===== src/rtl/add_arbiter.sv =====
// Four-requester round-robin arbiter feeding a shared saturating adder.
// One transaction at a time: grant, capture sum, saturate, hold response until accepted.
module add_arbiter #(
  parameter int WIDTH = 8,
  parameter int NREQ  = 4
) (
  input  logic                    clk,
  input  logic                    rst,
  input  logic [NREQ-1:0]         req,
  input  logic [NREQ*WIDTH-1:0]   op_a,
  input  logic [NREQ*WIDTH-1:0]   op_b,
  input  logic [NREQ-1:0]         sgn,
  output logic [NREQ-1:0]         gnt,
  output logic                    rsp_valid,
  input  logic                    rsp_ready,
  output logic [1:0]              rsp_id,
  output logic [WIDTH-1:0]        rsp_data,
  output logic                    rsp_ovf,
  output logic                    busy
);

  typedef enum logic [1:0] {IDLE, CAPT, EXEC, RESP} state_t;

  state_t           state, state_nxt;
  logic [1:0]       ptr;
  logic [1:0]       win;
  logic [1:0]       cand;
  logic             win_vld;
  logic [WIDTH-1:0] a_q, b_q;
  logic             sgn_q;
  logic [1:0]       id_q;
  logic [WIDTH:0]   a_ext, b_ext;
  logic [WIDTH:0]   sum_q;
  logic [WIDTH-1:0] sat_data;
  logic             sat_ovf;

  // Round-robin pick: scan from the highest offset down so the requester
  // closest to ptr is the last (and therefore winning) assignment.
  // NOTE: every signal written in an always_comb gets a default first, so no path leaves it unassigned and no latch is inferred.
  always_comb begin
    win     = ptr;
    win_vld = 1'b0;
    cand    = ptr;
    for (int k = NREQ-1; k >= 0; k--) begin
      cand = ptr + 2'(k);
      if (req[cand]) begin
        win     = cand;
        win_vld = 1'b1;
      end
    end
  end

  always_comb begin
    state_nxt = state;
    gnt       = '0;
    case (state)
      IDLE: begin
        if (win_vld && !rst) begin
          gnt[win]  = 1'b1;
          state_nxt = CAPT;
        end
      end
      CAPT:    state_nxt = EXEC;
      EXEC:    state_nxt = RESP;
      RESP:    if (rsp_ready) state_nxt = IDLE;
      default: state_nxt = IDLE;
    endcase
  end

  // NOTE: state registers use non-blocking assignments so every flop samples pre-edge values regardless of block ordering.
  always_ff @(posedge clk) begin
    if (rst) begin
      state <= IDLE;
      ptr   <= 2'd0;
    end else begin
      state <= state_nxt;
      if (|gnt) ptr <= win + 2'd1;
    end
  end

  // NOTE: operand and sum registers are not reset; they are always written before any state that reads them.
  always_ff @(posedge clk) begin
    if (|gnt) begin
      a_q   <= op_a[int'(win)*WIDTH +: WIDTH];
      b_q   <= op_b[int'(win)*WIDTH +: WIDTH];
      sgn_q <= sgn[win];
      id_q  <= win;
    end
    if (state == CAPT) sum_q <= a_ext + b_ext;
  end

  assign a_ext = sgn_q ? {a_q[WIDTH-1], a_q} : {1'b0, a_q};
  assign b_ext = sgn_q ? {b_q[WIDTH-1], b_q} : {1'b0, b_q};

  // Signed overflow shows as disagreement between the two top sum bits;
  // unsigned overflow as a carry into the extension bit.
  always_comb begin
    sat_data = sum_q[WIDTH-1:0];
    sat_ovf  = 1'b0;
    if (sgn_q) begin
      if (sum_q[WIDTH] != sum_q[WIDTH-1]) begin
        sat_ovf  = 1'b1;
        sat_data = sum_q[WIDTH] ? {1'b1, {(WIDTH-1){1'b0}}}
                                : {1'b0, {(WIDTH-1){1'b1}}};
      end
    end else if (sum_q[WIDTH]) begin
      sat_ovf  = 1'b1;
      sat_data = '1;
    end
  end

  always_ff @(posedge clk) begin
    if (rst) begin
      rsp_id   <= 2'd0;
      rsp_data <= '0;
      rsp_ovf  <= 1'b0;
    end else if (state == EXEC) begin
      rsp_id   <= id_q;
      rsp_data <= sat_data;
      rsp_ovf  <= sat_ovf;
    end
  end

  assign rsp_valid = (state == RESP);
  assign busy      = (state != IDLE);

endmodule


===== config.mk =====
export PLATFORM = sky130hd
export DESIGN_NAME = add_arbiter
export DESIGN_NICKNAME = d
export VERILOG_FILES = /design/src/rtl/add_arbiter.sv
export SDC_FILE = /design/constraint.sdc
export NUM_CORES = 1
export LEC_CHECK = 0
export ABC_AREA = 1
export CORE_UTILIZATION = 45
export DETAILED_ROUTE_END_ITERATION = 6
export PLACE_DENSITY = 0.78
export SYNTH_ARGS = -nofsm -noshare
export SYNTH_HDL_FRONTEND = slang
export SYNTH_SLANG_ARGS = --single-unit

===== constraint.sdc =====
create_clock -name clk -period 2.95 [get_ports clk]
set_clock_uncertainty 0.2 [all_clocks]
set_input_delay 0.295 -clock clk [delete_from_list [all_inputs] [get_ports clk]]
set_output_delay 0.295 -clock clk [all_outputs]
set_load 0.005 [all_outputs]

# Yosys cells after proc, flatten, opt, wreduce, memory -nomap -nowiden
# Index checks and enable logic that the tools add are counted.
[totals]
inputBits = 75
output_inout_bits = 17
regBits = 43
[op_classes]
n_addsub = 5
n_shift = 2
muxes = 34
n_eq_ne = 6
reduce_logical = 7
order_cmp = 6
[op_table]
columns = ["cell", "count"]
rows = [
  ["variable part select 32 x 6 -> 8 bit", 2],
  ["two-way mux 8 bit", 4],
  ["two-way mux 9 bit", 2],
  ["less-than comparator 2 x 3 -> 1 bit, second input constant", 5],
  ["two-way mux 1 bit", 13],
  ["two-way mux 2 bit", 6],
  ["binary-select mux 1 bit (select 2 bit)", 5],
  ["adder 9 bit", 1],
  ["two-way mux 4 bit", 2],
  ["one-hot mux 2 bit (4 select lines)", 1],
  ["adder 2 x 1 -> 2 bit, second input constant", 2],
  ["adder 2 bit, second input constant", 2],
  ["equality test 2 bit, second input constant", 2],
  ["OR reduction 4 bit", 1],
  ["demux 1 bit (select 2 bit)", 1],
  ["equality test 2 x 1 -> 1 bit, second input constant", 1],
  [">= comparator 2 x 1 -> 1 bit, second input constant", 1],
  ["logical AND 1 bit", 2],
  ["zero test 2 bit", 1],
  ["inequality test 2 x 1 -> 1 bit, second input constant", 1],
  ["inequality test 2 bit, second input constant", 1],
  ["AND reduction 2 bit", 1],
  ["nonzero test 2 bit", 1],
  ["zero test 1 bit", 1],
  ["inequality test 1 bit", 1],
]

# Depth between registers and ports, before layout
[logic_depth]
depth_word = 14
depth_mapped = 15
ltp_nobuf = 14

# Worst setup path before layout
# No wires, ideal clock.
[synth_timing]
kind = "flip-flop to output port"
from = "reg ptr[0]"
to = "out gnt[3]"
path_slack_ns = 0.555
path_stages_with_launch = 12
path_buffers = 1
arrival_time_ns = 1.900
cell_sequence = "dfxtp_1 > buf_6 > nand2_1 > o21ai_2 > nand2_1 > nand2_1 > nor2_1 > nand2_1 > nand2_1 > nor2_2 > inv_1 > nor3_1"
[synth_via]
elab_chain_cells = 13
[synth_rtl]
columns = ["item", "line_no", "text"]
rows = [
  ["start, declared", "25", "logic [1:0] ptr;"],
  ["start signal, assigned", "77", "if (|gnt) ptr <= win + 2'd1;"],
  ["adder 2 bit", "45", "cand = ptr + 2'(k);"],
  ["binary-select mux 1 bit (select 2 bit)", "46", "if (req[cand]) begin"],
  ["two-way mux 1 bit (implied by the code)", "46", ""],
  ["two-way mux 2 bit (4 in a row)", "46", ""],
  ["less-than comparator 2 x 3 -> 1 bit (implied by the code) or >= comparator 2 x 1 -> 1 bit (tied branches)", "59", "gnt[win] = 1'b1;"],
  ["logical AND 1 bit (implied by the code)", "59", ""],
  ["two-way mux 1 bit (implied by the code)", "59", ""],
  ["demux 1 bit (select 2 bit)", "59", ""],
  ["two-way mux 4 bit *", "58", "if (win_vld && !rst) begin"],
  ["two-way mux 4 bit *", "56", "case (state)"],
  ["end, declared", "13", "output logic [NREQ-1:0] gnt,"],
]
# Mark *: on every way between the ends. The rest lies on a longest branch, timed or not. The select of a mux whose other input is x is not followed.

# Worst setup path in the final report
[layout_timing]
from = "in req[2]"
to = "out gnt[1]"
[layout_via]
elab_chain_cells = 12
[layout_rtl]
columns = ["item", "line_no", "text"]
rows = [
  ["start, declared", "9", "input logic [NREQ-1:0] req,"],
  ["binary-select mux 1 bit (select 2 bit)", "46", ""],
  ["two-way mux 1 bit (implied by the code)", "46", ""],
  ["two-way mux 2 bit (4 in a row)", "46", ""],
  ["less-than comparator 2 x 3 -> 1 bit (implied by the code) or >= comparator 2 x 1 -> 1 bit (tied branches)", "59", ""],
  ["logical AND 1 bit (implied by the code)", "59", ""],
  ["two-way mux 1 bit (implied by the code)", "59", ""],
  ["demux 1 bit (select 2 bit)", "59", ""],
  ["two-way mux 4 bit *", "58", ""],
  ["two-way mux 4 bit *", "56", ""],
]
# Marks and branches as above.

==> results.py <==
metrics = {
    "timing": {
        "slew_violations": 0,
        "max_freq_mhz": 353,
        "tns_ps": 0,
        "worst_pin_slew_ps": 609,
        "setup_viol": 0,
        "period_minus_slack_ps": 2830,
        "hold_viol_final": 0,
        "slew_headroom_pct": 59.2,
        "finalCritPeriodShare_pct": 96.0,
    },
    "place": {
        "gp_congestion": 0.895,
        "place_inst": 537,
        "dp_hpwl_mm": 4.96,
        "io_buffers": 91,
    },
    "clock_tree": {
        "clk_pin_slew_ps": 80,
        "cts_buffers": 5,
        "root_buffer": "clkbuf_8",
        "cts_sinks": 43,
        "h-tree-depth": 2,
        "insertion_delay_ps": 300,
        "cts_tree": "built",
        "cts_hold_buf": 0,
        "cts.path.max_buffers": 2,
    },
    "synth": {
        "synth.top_cell.area_share_pct": 29.4,
        "synth_ff_type": "edfxtp_1",
        "synth_nets": 465,
        "synth_top_cell_by_area": "edfxtp_1",
        "async_flop_share_pct": 0,
        "synthTopCellsByArea": "edfxtp_1 (29%), nand2_1 (21%), dfxtp_1 (11%)",
        "synthAdderAreaFrac_pct": 6.39,
        "ys_warn_count": 0,
        "synth_xor_xnor_area_share_pct": 1.53,
        "synth-simple-area-share_pct": 28.4,
        "synth_cells": 376,
        "syn_area_per_cell_um2": 7.60,
        "seq_area_frac_synth_pct": 39.9,
        "synth_cell_types": 30,
        "ys_ff_latch": 43,
        "muxShareOfSynthArea_pct": 0,
        "syn-cell-area_mm2": 0.00286,
        "synth-compound-area-share_pct": 12.3,
        "synth_edf_count": 28,
        "synth_top_family_by_area": "simple AND/OR/NAND/NOR gates",
    },
    "setup_path": {
        "critPathSlowestCell": "clkdlybuf4s50_1",
        "worstPathArrival_ps": 2340,
        "path_max_fanout": 6,
        "critPathMaxStageDelay_ps": 500,
        "start_kind": "input pin",
        "critPathMostFrequentCell": "nand2_1",
        "crit_path_end_kind": "output port",
        "required_ps": 2460,
        "regToRegSetupSlack_ps": 550,
        "crit_type": "input pin to output port",
        "path_cells": "clkdlybuf4s50_1, inv_1, nand2_1, nand2_1, o21ai_1, nor2_1, nand2_1, nand2_1, nor2_2, buf_6, nand3_1, inv_1, clkdlybuf4s50_1",
    },
    "drt": {
        "drtIter0Drc": 141,
        "wl_mm": 6.33,
        "drc_errors": 0,
        "avgRoutedWirePerCell_um": 11.6,
        "viasPerCell": 4.95,
        "antenna_left": 0,
        "num_vias": 2706,
        "drt_pass1_iterations": 4,
    },
    "hold_path": {
        "hold_class": "flip-flop to flip-flop",
    },
    "cells_and_area": {
        "final_common_cell": "nand2_1",
        "antenna_cells": 0,
        "area_delta_synth_final_pct": 37.2,
        "layout_common_cells": "nand2_1 (162), clkdlybuf4s50_1 (90), inv_1 (48)",
        "nNetsFinal": 560,
        "final_cells": 547,
        "drive_above_1_share_pct": 8.69,
    },
    "global_route": {
        "grt_pass1_vias": 2428,
        "grt_pass1_wl_mm": 10.4,
        "antenna_found_initial": 0,
        "grt_max_degree": 49,
        "grt-ovfl-total": 0,
        "track_usage_pct": 20.2,
    },
    "run_status": {
        "outcome": "completed",
    },
    "floorplan": {
        "row_count": 28,
        "die_h_um": 81.7,
        "core-area_mm2": 0.00603,
        "start_util_pct": 47.4,
        "die_w_um": 81.7,
        "die_area_mm2": 0.00667,
        "pin_count": 92,
    },
    "power_and_ir_drop": {
        "p_leak_nw": 1.89,
        "p_per_area_mw_per_mm2": 1170,
        "ir_drop_mv": 0.788,
    },
    "run": {
        "cap_violations": 0,
    },
}
==> state kept, by name, indices dropped and copies added (netlist names) <==
| register | cells |
|---|---|
| b_q | 8 |
| state | 2 |
| rsp_ovf | 1 |
| id_q | 2 |
| rsp_id | 2 |
| sum_q | 9 |
| ptr | 2 |
| a_q | 8 |
| rsp_data | 8 |
| sgn_q | 1 |
==> final cells by class <==
type	count	area (µm²)
timing repair buffer	100	985
tap	75	93.8
multi-input combinational	271	1390
clock buffer	5	68.8
sequential	43	1150
clock inverter	3	43.8
fill	539	2100
inverter	50	190
==> synthesized netlist by cell type, types with 4 or more instances <==
cell / instances
a21oi_1: 13
buf_6: 4
buf_8: 4
dfxtp_1: 15
edfxtp_1: 28
ha_1: 13
inv_1: 48
nand2_1: 163
nand2_2: 5
nand3_1: 13
nor2_1: 11
o211ai_1: 12
o211ai_2: 5
o21ai_0: 16
xor2_1: 5
==> report_power, final <==
group / leakage [nW] / switching (W) / internal (W)
logic: 1.44 / 0.00172 / 0.00112
clock network: 0.0581 / 0.000206 / 0.000252
registers: 0.388 / 0.000152 / 0.00115
==> routing by layer <==
| metal | part of all wire [%] | global-route usage, % | vias up |
|---|---|---|---|
| li1 | - | - | 1400 |
| met1 | 45 | 24.6 | 1215 |
| met2 | 49 | 35.4 | 81 |
| met3 | 5.0 | 4.89 | 10 |
| met4 | 1.3 | 5.44 | 0 |
| met5 | 0 | 0 | - |
==> cells by family after synthesis <==
logic type,count (synthesis)
compound gates,53
xor+xnor,5
fa+ha+maj,14
buf+inv,62
flops,43
simple gates,199
==> metrics by stage <==
step	instance area [µm²]	hold slack [ps]	utilization, %	power [W]	worst slack (ps)
global placement	3770	273	62.6	0.00402	222
floorplan	2860	157	-	0.00356	555
global route	3920	329	65.1	0.00506	-7.52
detailed placement	3770	277	62.6	0.00411	146
CTS	3890	284	64.5	0.00459	34.8
finish	3920	283	65.1	0.00461	118
==> worst paths after layout <==
path / from / end / cells after the start
worst max register to register: ptr[0]$_SDFFE_PP0P_ / sgn_q$_DFFE_PP_ / 14
worst min register to register: id_q[0]$_DFFE_PP_ / rsp_id[0]$_SDFFE_PP0P_ / 2
worst min-delay path: id_q[0]$_DFFE_PP_ / rsp_id[0]$_SDFFE_PP0P_ / 2
worst max-delay path: req[2] / gnt[1] / 13
==> worst max-delay path: cells and delay by family <==
kind,cells,cell delay [ps]
AND/OR/NAND/NOR,7,670
AO/OA/AOI/OAI,1,130
buffers and inverters,5,1240
==> what timing repair did <==
item / CTS / global route
gates resized for setup: 1 / 7
setup endpoints to repair: 4 / 4
setup buffers: 0 / 2
endpoints found under the hold margin: 0 / 0
cloned: 0 / 0
pin swaps: 0 / 1
No activity file was read; power rests on OpenSTA's default activity.
